### config.mk
export PLATFORM = sky130hd
export DESIGN_NAME = param_updown_counter
export DESIGN_NICKNAME = d
export VERILOG_FILES = /design/src/rtl/param_updown_counter.sv
export SDC_FILE = /design/constraint.sdc
export NUM_CORES = 1
export LEC_CHECK = 0
export BUFFER_PORTS_ARGS = -buffer_cell sky130_fd_sc_hd__buf_2
export CORE_MARGIN = 5
export CORE_UTILIZATION = 24
export DETAILED_ROUTE_END_ITERATION = 7
export HOLD_SLACK_MARGIN = 0.15
export SLEW_MARGIN = 20
export SYNTH_ARGS = -nofsm -noshare
export SYNTH_HDL_FRONTEND = slang
export SYNTH_SLANG_ARGS = --single-unit
### constraint.sdc
create_clock -name clk -period 2.4 [get_ports clk]
set_clock_uncertainty 0.05 [all_clocks]
set_input_delay 0.48 -clock clk [delete_from_list [all_inputs] [get_ports clk]]
set_output_delay 0.48 -clock clk [all_outputs]
set_load 0.01 [all_outputs]
### src/rtl/param_updown_counter.sv
// rtl/param_updown_counter.sv - parametrised up/down counter with wrap/saturate, flags and event pulses; optional COUNTER_EVT_CNT_EN
module param_updown_counter #(
    parameter int unsigned      WIDTH    = 4,
    parameter longint unsigned  MOD_VAL  = 16,
    parameter longint unsigned  INIT_VAL = 0
) (
    input  logic             clk,
    input  logic             reset_n,
    input  logic             clr,
    input  logic             en,
    input  logic             up_dn,
    input  logic             sat_mode,
    input  logic             load,
    input  logic [WIDTH-1:0] load_val,
    output logic [WIDTH-1:0] count,
    output logic             at_max,
    output logic             at_zero,
    output logic             wrap_p,
    output logic             sat_p,
    output logic [15:0]      evt_cnt
);

    if (WIDTH < 2 || WIDTH > 32) begin : g_bad_width
        $error("param_updown_counter: WIDTH must be 2..32");
    end
    if (MOD_VAL < 2 || MOD_VAL > (64'd1 << WIDTH)) begin : g_bad_mod
        $error("param_updown_counter: MOD_VAL must be 2..2**WIDTH");
    end
    if (INIT_VAL >= MOD_VAL) begin : g_bad_init
        $error("param_updown_counter: INIT_VAL must be below MOD_VAL");
    end

    // Limit is compared at WIDTH bits so MOD_VAL == 2**WIDTH gives all-ones.
    localparam logic [WIDTH-1:0] MAX_VAL = WIDTH'(MOD_VAL - 64'd1);
    localparam logic [WIDTH-1:0] INIT_W  = WIDTH'(INIT_VAL);

    logic [WIDTH-1:0] count_nxt;
    logic             wrap_nxt;
    logic             sat_nxt;

    always_comb begin
        count_nxt = count;
        wrap_nxt  = 1'b0;
        sat_nxt   = 1'b0;
        if (clr) begin
            count_nxt = INIT_W;
        end else if (load) begin
            count_nxt = (load_val > MAX_VAL) ? MAX_VAL : load_val;
        end else if (en) begin
            if (up_dn) begin
                if (count != MAX_VAL) begin
                    count_nxt = count + 1'b1;
                end else if (sat_mode) begin
                    sat_nxt = 1'b1;
                end else begin
                    count_nxt = '0;
                    wrap_nxt  = 1'b1;
                end
            end else begin
                if (count != '0) begin
                    count_nxt = count - 1'b1;
                end else if (sat_mode) begin
                    sat_nxt = 1'b1;
                end else begin
                    count_nxt = MAX_VAL;
                    wrap_nxt  = 1'b1;
                end
            end
        end
    end

    always_ff @(posedge clk or negedge reset_n) begin
        if (!reset_n) begin
            count  <= INIT_W;
            wrap_p <= 1'b0;
            sat_p  <= 1'b0;
        end else begin
            count  <= count_nxt;
            wrap_p <= wrap_nxt;
            sat_p  <= sat_nxt;
        end
    end

    assign at_max  = (count == MAX_VAL);
    assign at_zero = (count == '0);

`ifdef COUNTER_EVT_CNT_EN
    logic [15:0] evt_q;

    always_ff @(posedge clk or negedge reset_n) begin
        if (!reset_n) begin
            evt_q <= 16'h0000;
        end else if (clr) begin
            evt_q <= 16'h0000;
        end else if (wrap_nxt && (evt_q != 16'hFFFF)) begin
            evt_q <= evt_q + 16'h0001;
        end
    end

    assign evt_cnt = evt_q;
`else
    assign evt_cnt = 16'h0000;
`endif

endmodule

After elaboration in Yosys (flattened, before gate mapping)

Index checks and enable logic that the tools add are counted.

Flip-flop bits (word level): 6
Input bits: 11
Output and inout port bits: 24
Word-level logic and storage cells: 37

Add/subtract/negate cells: 2
Magnitude comparators: 1
Eq/ne operators: 4
Muxes and demuxes: 23
Reduce and logical (&&, ||, !) cells: 4

Operators with widths:

| cell                                                  | number |
|---|---|
| two-way mux 4 bit                                     | 9 |
| two-way mux 1 bit                                     | 14 |
| != test 5 x 3 -> 1 bit (second input constant)        | 2 |
| adder 4 x 1 -> 4 bit (second input constant)          | 1 |
| == test 4 bit (second input constant)                 | 1 |
| greater-than comparator 4 bit (second input constant) | 1 |
| logical NOT 4 bit                                     | 1 |
| != test 4 bit (second input constant)                 | 1 |
| nonzero test 4 bit                                    | 1 |
| subtractor 4 x 1 -> 4 bit (second input constant)     | 1 |
| AND reduction 3 bit                                   | 1 |
| nonzero test 3 bit                                    | 1 |

Longest topological paths before layout

Gate-level depths: netlist of run 1.

Depth in word-level cells: 6
Gate-level depth with buffers: 6
Mapped depth without buffers: 6

Worst setup path after synthesis of run 1

Ideal clock, no wire load.

Kind: register to register
Start: reg count[0]
End: reg count[0]
Library setup time: 0.134 ns
Data arrival time: 1.577 ns
Data required time: 2.216 ns
Setup slack: 0.638 ns
Cell stages (with the launch flop): 6
Path buffers: 0
Clock period less this slack: 1.762 ns
Path through: dfrtp_1 -> ha_1 -> and4_2 -> o21a_1 -> a2111oi_0 -> nor3_1

Word-level cells in the longest chain between the ends: 6
Elaborated cells on any way between the ends: 13
Classes of those cells: add/sub (2); eq/ne (3); mux (6); reduce/logical (2)

Ends and longest elaborated chain:

| element                                                 | RTL line | RTL |
|---|---|---|
| start, declared                                         | 15       | `output logic [WIDTH-1:0] count,` |
| start signal, assigned                                  | 78       | `count <= count_nxt;` |
| subtractor 4 x 1 -> 4 bit, or another cell as far along | 61       | `count_nxt = count - 1'b1;` |
| two-way mux 4 bit (on tied branches)                    | 60, 51   |  |
| two-way mux 4 bit                                       | 50       | `if (up_dn) begin` |
| two-way mux 4 bit                                       | 49       | `end else if (en) begin` |
| two-way mux 4 bit                                       | 47       | `end else if (load) begin` |
| two-way mux 4 bit                                       | 45       | `if (clr) begin` |

Parallel ways exist; a longest one is shown, timed or not. The select of a mux whose other input is x is not followed.
A chain may end at the register's enable or synchronous reset.

Worst setup path after layout of run 1

Start: reg count[0]
End: reg count[1]

Same word-level chain as after synthesis.

==> results of run 1 <==
[registers in the layout, summed over array words and instances, names as in the netlist]
| signal | flops |
|---|---|
| wrap_p | 1 |
| sat_p | 1 |
| count | 4 |
[final timing paths]
kind / start / end / slack, ns / cells after the start
worst max-delay path: count[0] / count[1] / 0.48 / 5
worst min-delay path: sat_mode / wrap_p / 0.36 / 2
worst max register to register: count[0] / count[1] / 0.48 / 5
worst min register to register: count[1] / count[1] / 0.66 / 2
max in group asynchronous: reset_n / wrap_p / 1.61 / 2
min in group asynchronous: reset_n / count[1] / 0.54 / 2
[final cells by class]
cell class / count / area share
clock buffer: 3 / 0.0333
multi-input combinational: 57 / 0.519
inverter: 4 / 0.0222
tap: 30 / 0.0556
timing repair buffer: 19 / 0.148
sequential: 6 / 0.222
[power breakdown]
part / internal (W) / total [W] / leakage (nW) / switching, W
registers: 0.000109 / 0.000127 / 0.0800 / 0.0000181
clock network: 0.0000563 / 0.0000888 / 0.0138 / 0.0000325
logic: 0.0000441 / 0.000102 / 0.261 / 0.0000581
total: 0.000209 / 0.000318 / 0.355 / 0.000109
[per-layer routing]
metal / routed length, µm / vias up
met5: 0 / -
met2: 720 / 23
met1: 559 / 256
li1: - / 261
met3: 148 / 2
met4: 7 / 0
[per-stage QoR]
step / std cells / hold slack [ns]
5_1_grt: 119 / 0.354
4_1_cts: 119 / 0.359
2_1_floorplan: 86 / 0.134
6_report: 119 / 0.362
3_3_place_gp: 115 / 0.253
3_5_place_dp: 115 / 0.258
[critical path: stages, from the launching register on]
cell and delay (ns):
dfrtp_1 0.47, ha_1 0.29, and4_2 0.26, o21a_1 0.23, a2111oi_0 0.42, nor3_1 0.08
[cell usage in the layout, fill, tap and decap left out, types with 2 or more instances in the layout]
cell type	instances
a31oi_1	2
a2111oi_0	2
ha_1	2
nor2_1	3
a21oi_1	3
nand2_1	2
clkbuf_4	3
buf_2	18
and3_1	2
conb_1	16
nor4b_1	2
inv_1	4
dfrtp_1	6
nor3_1	3
o21ai_0	3
[logic make-up after synthesis]
logic type,after synthesis
buffers and inverters,23
AO/OA/AOI/OAI,19
AND/OR/NAND/NOR,18
flip-flops,6
adder cells (fa/ha/maj),2
other,1
XOR/XNOR,1
multiplexers,1
[cell usage after synthesis (3+ instances only)]
cell type / n
a21oi_1: 3
buf_4: 16
clkbuf_1: 3
dfrtp_1: 6
inv_1: 4
nor2_1: 3
nor3_1: 3
o21ai_0: 3
==> metrics.yaml, run 1 <==
run_status:
  status: "finished clean"
timing:
  period_share: 0.802
  report.final.slew_viol_count: 0
  fmaxAchievable_ghz: 0.520
  finalCriticalPeriod_ns: 1.92
  setup-tns-final_ns: 0
  rsz0062_at_grt: "false"
  setup_viol: 0
  hold_viol_final: 0
  finalWorstSetupSlack_ns: 0.476
yosys:
  ys_types: 32
  synth.area.top_cells: "dfrtp_1, buf_4, ha_1"
  synth_top_area_frac: 0.254
  yosys.area_share.simple: 0.178
  yosys.area_share.adder: 0.0424
  netlist_area_um2: 591
  async_flop_share: 1.00
  synth-xor-area-share: 0.0148
  syn_inst: 71
  synth_compound_area_frac: 0.239
  syn_area_per_cell_um2: 8.32
  synth_mux_area_frac: 0.0169
  yosysTopAreaCell: "dfrtp_1"
  synth_edf_count: 0
  synthFlopType: "dfrtp_1"
  yosysWarnings: 0
  synth_top_family_by_area: "buffers and inverters"
  ys_seq_area_frac: 0.254
  synth_seq_cells: 6
placed_design:
  place_area_um2: 643
  dp_slack_ns: 0.499
  io_buffers: 18
  dp_hpwl_um: 1150
  gp_congestion: 0.753
clocking:
  cts_resized: 0
  cts_inserted_buffers: 3
  clkLatencyLatePin_ns: 0.24
  htreeDepth: 1
  clk_pin_slew_ns: 0.05
  cts_tree: "built"
  postCtsSetupBuffers: 0
  clockBufferDepth: 2
  cts_root_buffer: "clkbuf_4"
  numClockSinks: 6
  hold_buffers: 1
floorplanning:
  die_area_mm2: 0.00355
  row_count: 18
  core_area_mm2: 0.00241
  initial_utilization: 0.245
  die_w_um: 59.6
  pin_count: 35
  die_y_um: 59.6
global_routing:
  grt_use_met3: 0.0174
  track_usage: 0.0798
  grtUsageMet2: 0.148
  grt_pass1_vias: 513
  antenna_found_initial: 0
  grt_pass1_wl_um: 2180
  use_met1: 0.0839
  busiest_layer: "met2"
  grt.overflow.total: 0
  grt_max_degree: 12
run:
  maxCapViolCount: 0
setup_path:
  cp.arrival_ns: 1.98
  critPathLaunchType: "flip-flop"
  critPathCaptureType: "flip-flop"
  criticalPathCategory: "flip-flop to flip-flop"
  crit_fanout: 9
  worstPathRequired_ns: 2.46
finish:
  nets: 104
  diodes: 0
  multi_input_area_um2: 350
  final_layout_size_suffix_gt1_frac: 0.281
  utilization: 0.280
  areaGrowthSynthToFinish_pct: 14.4
  nFillCells: 257
  stdcell_area_um2: 676
  final-seq-area_um2: 150
route:
  routedWlPerCell_um: 12.1
  drtIter0Drc: 15
  antenna_left: 0
  drcViolationCount: 0
  via_per_inst: 4.55
  drt_first_pass_iters: 4
  drt_wl_total_um: 1440
  vias: 542
pwr:
  cellPowerDensity_mw_per_mm2: 470
  peakVddDrop_uv: 217
  p_total_w: 0.000318
  leakagePower_nw: 0.355
min_path:
  hp-class: "input port to flip-flop"
Note: power is estimated with default switching activity, not from simulation.
==> run 2: changes to the inputs <==
--- a/config.mk
+++ b/config.mk
@@ -5,6 +5,7 @@
 export SDC_FILE = /design/constraint.sdc
 export NUM_CORES = 1
 export LEC_CHECK = 0
+export ABC_AREA = 1
 export BUFFER_PORTS_ARGS = -buffer_cell sky130_fd_sc_hd__buf_2
 export CORE_MARGIN = 5
 export CORE_UTILIZATION = 24
==> constraint.sdc (replaced) <==
create_clock -name clk -period 1.85 [get_ports clk]
set_clock_uncertainty 0.05 [all_clocks]
set_input_delay 0.37 -clock clk [delete_from_list [all_inputs] [get_ports clk]]
set_output_delay 0.37 -clock clk [all_outputs]
set_load 0.01 [all_outputs]
==> run 2 against run 1 <==
Net effect: global-route usage rose by 0.68 points; routed wire length rose by 2.6%; critical path depth did not move; clock-buffer cell count did not move; clock power rose by 43%; sequential power rose by 26%; synthesized cell count rose by 34%; setup slack got worse by 0.35 ns; critical path type is now flip-flop to primary output; highest routed layer unchanged.
==> metrics.yaml, run 2 <==
timing:
  rsz0062_at_grt: "false"  # unchanged
  setup_viol: 0  # unchanged
  hold_slack_ns: 0.260  # was 0.362 ns
  period_share: 0.932
  finalCriticalPeriod_ns: 1.72
  setup-tns-final_ns: 0  # unchanged
  hold_viol_final: 0  # unchanged
  report.final.slew_viol_count: 0  # unchanged
  fmaxAchievable_ghz: 0.580
finish:
  areaGrowthSynthToFinish_pct: 15.6  # was 14.4%
  reg_top3: "count (4), sat_p (1), wrap_p (1)"  # unchanged
  final_common_cell: "nand2_1"  # was buf_2
  top_register: "count"  # unchanged
  largest_register_ffs: 4  # unchanged
  nets: 131  # was 104
  final_cell_mix: "nand2_1, buf_2, conb_1"  # was buf_2, conb_1, dfrtp_1
  diodes: 0  # unchanged
  final_layout_size_suffix_gt1_frac: 0.233  # was 0.281
placed_design:
  io_buffers: 18  # unchanged
  gp_congestion: 0.800  # was 0.753
  dp_hpwl_um: 1200  # was 1150 µm
global_routing:
  antenna_found_initial: 0  # unchanged
  track_usage: 0.0867  # was 0.0798
  grt_pass1_vias: 539  # was 513
  grt_max_degree: 11  # was 12
  grt.overflow.total: 0  # unchanged
  grt_pass1_wl_um: 2270  # was 2180 µm
route:
  antenna_left: 0  # unchanged
  drt_first_pass_iters: 4  # unchanged
  via_per_inst: 4.15  # was 4.55
  drt_wl_total_um: 1470  # was 1440 µm
  drcViolationCount: 0  # unchanged
  routedWlPerCell_um: 10.1  # was 12.1 µm
  vias: 606  # was 542
  drtIter0Drc: 45  # was 15
pwr:
  leakagePower_nw: 0.427  # was 0.355 nW
  p_total_w: 0.000426  # was 0.000318 W
  peakVddDrop_uv: 301  # was 217 µV
  cellPowerDensity_mw_per_mm2: 597  # was 470 mW/mm²
yosys:
  yosysTopAreaCell: "dfrtp_1"  # unchanged
  synth_seq_cells: 6  # unchanged
  yosys.area_share.adder: 0.0406  # was 0.0424
  synth_edf_count: 0  # unchanged
  netlist_area_um2: 617  # was 591 µm²
  synth.area.top_cells: "dfrtp_1, buf_4, nand2_1"  # was dfrtp_1, buf_4, ha_1
  synth_compound_area_frac: 0.0568  # was 0.239
  ys_types: 18  # was 32
  yosysWarnings: 0  # unchanged
  syn_inst: 95  # was 71
  synth-xor-area-share: 0  # was 0.0148
  synth_top_area_frac: 0.243  # was 0.254
  yosys.area_share.simple: 0.379  # was 0.178
  synth_top_family_by_area: "simple AND/OR/NAND/NOR gates"  # was buffers and inverters
  synth_mux_area_frac: 0  # was 0.0169
  synth_common_cells: "nand2_1, buf_4, inv_1"  # was buf_4, dfrtp_1, inv_1
  async_flop_share: 1.00  # unchanged
  yosysMostFrequentCell: "nand2_1"  # was buf_4
  ys_seq_area_frac: 0.243  # was 0.254
  synthFlopType: "dfrtp_1"  # unchanged
  syn_area_per_cell_um2: 6.49  # was 8.32 µm²
setup_path:
  r2r_setup_slack_ns: 0.37  # was 0.48 ns
  critPathLaunchType: "flip-flop"  # unchanged
  crit_fanout: 7  # was 9
  rr_worst_depth: 8  # was 5
  cp.arrival_ns: 1.30  # was 1.98 ns
  critPathCaptureType: "primary output"  # was flip-flop
  criticalPathCategory: "flip-flop to primary output"  # was flip-flop to flip-flop
  r2r_start: "count[1]"  # was count[0]
  reg2reg_to: "count[3]"  # was count[1]
  startpoint: "count[0]"  # unchanged
  worstPathRequired_ns: 1.43  # was 2.46 ns
clocking:
  htreeDepth: 1  # unchanged
  cts_root_buffer: "clkbuf_4"  # unchanged
  clk_pin_slew_ns: 0.05  # about the same
  clockBufferDepth: 2  # unchanged
  cts_resized: 0  # unchanged
  numClockSinks: 6  # unchanged
  postCtsSetupBuffers: 0  # unchanged
  cts_tree: "built"  # unchanged
  cts_inserted_buffers: 3  # unchanged
  clkLatencyLatePin_ns: 0.25  # was 0.24 ns
floorplanning:
  row_count: 18  # unchanged
  pin_count: 35  # unchanged
  core_area_mm2: 0.00248  # was 0.00241 mm²
  die_w_um: 60.7  # was 59.6 µm
  die_y_um: 60.7  # was 59.6 µm
  die_area_mm2: 0.00368  # was 0.00355 mm²
  initial_utilization: 0.249  # was 0.245
min_path:
  holdCritStartpoint: "clr"  # was sat_mode
  hold-path-cell-count: 2  # unchanged
  holdPathEnd: "sat_p"  # was wrap_p
  hp-class: "input port to flip-flop"  # unchanged
run:
  maxCapViolCount: 0  # unchanged
run_status:
  status: "finished clean"  # unchanged
==> run 2: cell types whose count changed after synthesis, moves of 3 or more <==
cell and change:
clkbuf_1 -3, inv_1 +8, nand2_1 +19, nand3_1 +8, nand3_2 +3, nor2_1 +7
==> run 2: worst max-delay path: stages, from the launching register on <==
cell and delay, ns:
dfrtp_1 0.44, inv_1 0.11, ha_1 0.23, nand2_2 0.10, inv_1 0.04, buf_2 0.13
==> run 2: layout make-up <==
cell class | instances | area, µm²
Clock buffer | 3 | 22.5
Fill cell | 281 | 1760
Inverter | 13 | 48.8
Multi-Input combinational cell | 75 | 354
Sequential cell | 6 | 150
Tap cell | 30 | 37.5
Timing Repair Buffer | 19 | 100
==> run 2: stage by stage <==
stage	setup WS, ns	utilization	std cells	area (µm²)
2_1_floorplan	0.471	-	110	673
3_3_place_gp	0.421	0.275	142	681
3_5_place_dp	0.360	0.275	142	681
4_1_cts	0.103	0.288	146	713
5_1_grt	0.00373	0.288	146	713
6_report	0.126	0.288	146	713
==> run 2: worst max-delay path by stage <==
stage          endpoint  slack (ns)  cells past startpoint
6_report        at_zero        0.13                      5
5_1_grt         at_zero       0.004                      5
4_1_cts         at_zero        0.10                      5
3_5_place_dp   count[3]        0.36                     10
3_3_place_gp   count[3]        0.42                     10
2_1_floorplan  count[2]        0.47                      8
==> run 2: power by group <==
group / total [W] / internal [W] / switching, W
sequential: 0.000160 / 0.000141 / 0.0000187
clock: 0.000127 / 0.0000737 / 0.0000528
combinational: 0.000139 / 0.0000503 / 0.0000891
total: 0.000426 / 0.000265 / 0.000161
==> run 2: routing by layer <==
layer	routed length (µm)	GRT usage	share of wire	vias up
met3	149	0.0362	0.10	5
met5	0	0	0	-
met2	677	0.128	0.46	28
li1	-	-	-	307
met1	604	0.103	0.41	266
met4	41	0.0557	0.028	0
==> run 2: kinds of logic (layout without fill, tap and decap cells) <==
group | count (synthesis) | after routing
buf+inv | 29 | 35
compound gates | 7 | 7
simple gates | 50 | 50
fa+ha+maj | 2 | 2
other cells | 1 | 16
flops | 6 | 6
==> run 2: repair_timing <==
item	in CTS	in global routing
setup endpoints to repair	0	0
hold buffers	1	0
endpoints found under the hold margin	6	0
==> run 3: changes to the inputs <==
==> constraint.sdc (replaced) <==
create_clock -name clk -period 1.8 [get_ports clk]
set_clock_uncertainty 0.05 [all_clocks]
set_input_delay 0.36 -clock clk [delete_from_list [all_inputs] [get_ports clk]]
set_output_delay 0.36 -clock clk [all_outputs]
set_load 0.01 [all_outputs]
==> run 3 against run 2 <==
Net effect: sequential power grew 3%; power grew 2.6%; sequential share of layout area grew 0.14 points; first-iteration DRC count shrank 20%; cell count is the same; routed wire length grew 1.4%; non-clock buffer count is the same; clock power is essentially flat; clock-buffer cell count is the same; setup slack lost 0.021 ns; critical path depth shrank 1; die area is the same; critical path type unchanged; largest power group unchanged.
==> metrics.yaml, run 3 (synthesized netlist as in run 2, its figures left out) <==
timing:
  period_share: 0.941
  setup-tns-final_ns: 0  # unchanged
  hold_viol_final: 0  # unchanged
  setup_viol: 0  # unchanged
  fmaxAchievable_ghz: 0.590
  report.final.slew_viol_count: 0  # unchanged
  finalCriticalPeriod_ns: 1.69
  finalWorstSetupSlack_ns: 0.106  # was 0.126 ns
  rsz0062_at_grt: "false"  # unchanged
clocking:
  clockBufferDepth: 2  # unchanged
  clk_pin_slew_ns: 0.04  # was 0.05 ns
  cts_inserted_buffers: 3  # unchanged
  htreeDepth: 1  # unchanged
  postCtsSetupBuffers: 0  # unchanged
  cts_root_buffer: "clkbuf_4"  # unchanged
  clkLatencyLatePin_ns: 0.25  # about the same
  cts_tree: "built"  # unchanged
  numClockSinks: 6  # unchanged
run:
  maxCapViolCount: 0  # unchanged
floorplanning:
  core_area_mm2: 0.00248  # unchanged
  initial_utilization: 0.249  # unchanged
  die_y_um: 60.7  # unchanged
  die_w_um: 60.7  # unchanged
  row_count: 18  # unchanged
  die_area_mm2: 0.00368  # unchanged
  pin_count: 35  # unchanged
setup_path:
  critPathCaptureType: "primary output"  # unchanged
  slowest_delay_ns: 0.47  # was 0.44 ns
  startpoint: "count[1]"  # was count[0]
  reg2reg_to: "count[3]"  # unchanged
  critPathTopFamily: "flip-flops"  # unchanged
  cp.arrival_ns: 1.28  # was 1.30 ns
  worstPathRequired_ns: 1.39  # was 1.43 ns
  crit_fanout: 7  # unchanged
  criticalPathCategory: "flip-flop to primary output"  # unchanged
  rr_worst_depth: 8  # unchanged
  worstPathCellList: "ha_1, nand3_2, inv_1, buf_2"  # was inv_1, ha_1, nand2_2, inv_1, buf_2
  endpoint: "at_max"  # was at_zero
  worst-path-buf-inv: 2  # was 3
  r2r_setup_slack_ns: 0.32  # was 0.37 ns
  worst-path-stages: 4  # was 5
  slowest_stage: "dfrtp_1"  # unchanged
  r2r_start: "count[1]"  # unchanged
  critPathLaunchType: "flip-flop"  # unchanged
finish:
  largest_register_ffs: 4  # unchanged
  final_layout_size_suffix_gt1_frac: 0.241  # was 0.233
  final_cell_mix: "nand2_1, buf_2, conb_1"  # unchanged
  areaGrowthSynthToFinish_pct: 15.8  # was 15.6%
  reg_top3: "count (4), sat_p (1), wrap_p (1)"  # unchanged
  final_common_cell: "nand2_1"  # unchanged
  nets: 131  # unchanged
  top_register: "count"  # unchanged
  diodes: 0  # unchanged
global_routing:
  track_usage: 0.0867  # unchanged
  grt_max_degree: 11  # unchanged
  grt_pass1_vias: 539  # unchanged
  grt_pass1_wl_um: 2270  # unchanged
  grt.overflow.total: 0  # unchanged
  busiest_layer: "met2"  # unchanged
  grt_use_met3: 0.0362  # unchanged
  use_met1: 0.103  # unchanged
  antenna_found_initial: 0  # unchanged
  grtUsageMet2: 0.128  # unchanged
pwr:
  leakagePower_nw: 0.426  # was 0.427 nW
  peakVddDrop_uv: 321  # was 301 µV
  cellPowerDensity_mw_per_mm2: 611  # was 597 mW/mm²
placed_design:
  dp_hpwl_um: 1200  # unchanged
  dp_slack_ns: 0.310  # was 0.360 ns
  gp_congestion: 0.800  # about the same
  io_buffers: 18  # unchanged
min_path:
  hp-class: "input port to flip-flop"  # unchanged
route:
  vias: 610  # was 606
  drt_first_pass_iters: 4  # unchanged
  drt_wl_total_um: 1490  # was 1470 µm
  routedWlPerCell_um: 10.2  # was 10.1 µm
  drcViolationCount: 0  # unchanged
  antenna_left: 0  # unchanged
  via_per_inst: 4.18  # was 4.15
  drtIter0Drc: 36  # was 45
run_status:
  status: "finished clean"  # unchanged
run 3: cell type report:
class,instances,area (µm²)
Fill cell,280,1760
Multi-Input combinational cell,75,354
Sequential cell,6,151
Timing Repair Buffer,19,100
Inverter,13,48.8
Tap cell,30,37.5
Clock buffer,3,22.5
run 3: worst min-delay path by stage:
stage / from / to / cells past startpoint
final: clr / sat_p / 2
after global placement: reset_n / count[0] / 1
after detailed placement: reset_n / count[3] / 1
after CTS: clr / sat_p / 2
after floorplan: reset_n / count[0] / 0
after global routing: clr / sat_p / 2
run 3: metrics by stage:
stage               power (W)  hold slack (ns)  instances  utilization  cell area, µm²
detailed placement   0.000308            0.141        142        0.275             681
global placement     0.000303            0.139        142        0.275             681
CTS                  0.000439            0.253        146        0.288             713
floorplan            0.000284           0.0144        110            -             673
global route         0.000470            0.270        146        0.288             714
finish               0.000437            0.251        146        0.288             714
run 3: timing repair:
action | 4_1_cts | 5_1_grt
resized for setup | 0 | 1
endpoints found under the setup margin | 0 | 1
hold buffers | 1 | 0
endpoints found under the hold margin | 6 | 0
run 3: per-layer routing:
| metal | vias to the layer above | wire, µm |
|---|---|---|
| li1 | 307 | - |
| met1 | 271 | 617 |
| met2 | 27 | 688 |
| met3 | 5 | 146 |
| met4 | 0 | 41 |
| met5 | - | 0 |
run 3: power by group:
| part | internal [W] | total, W | switching, W |
|---|---|---|---|
| Sequential | 0.000145 | 0.000165 | 0.0000197 |
| Clock | 0.0000756 | 0.000128 | 0.0000523 |
| Combinational | 0.0000517 | 0.000144 | 0.0000919 |
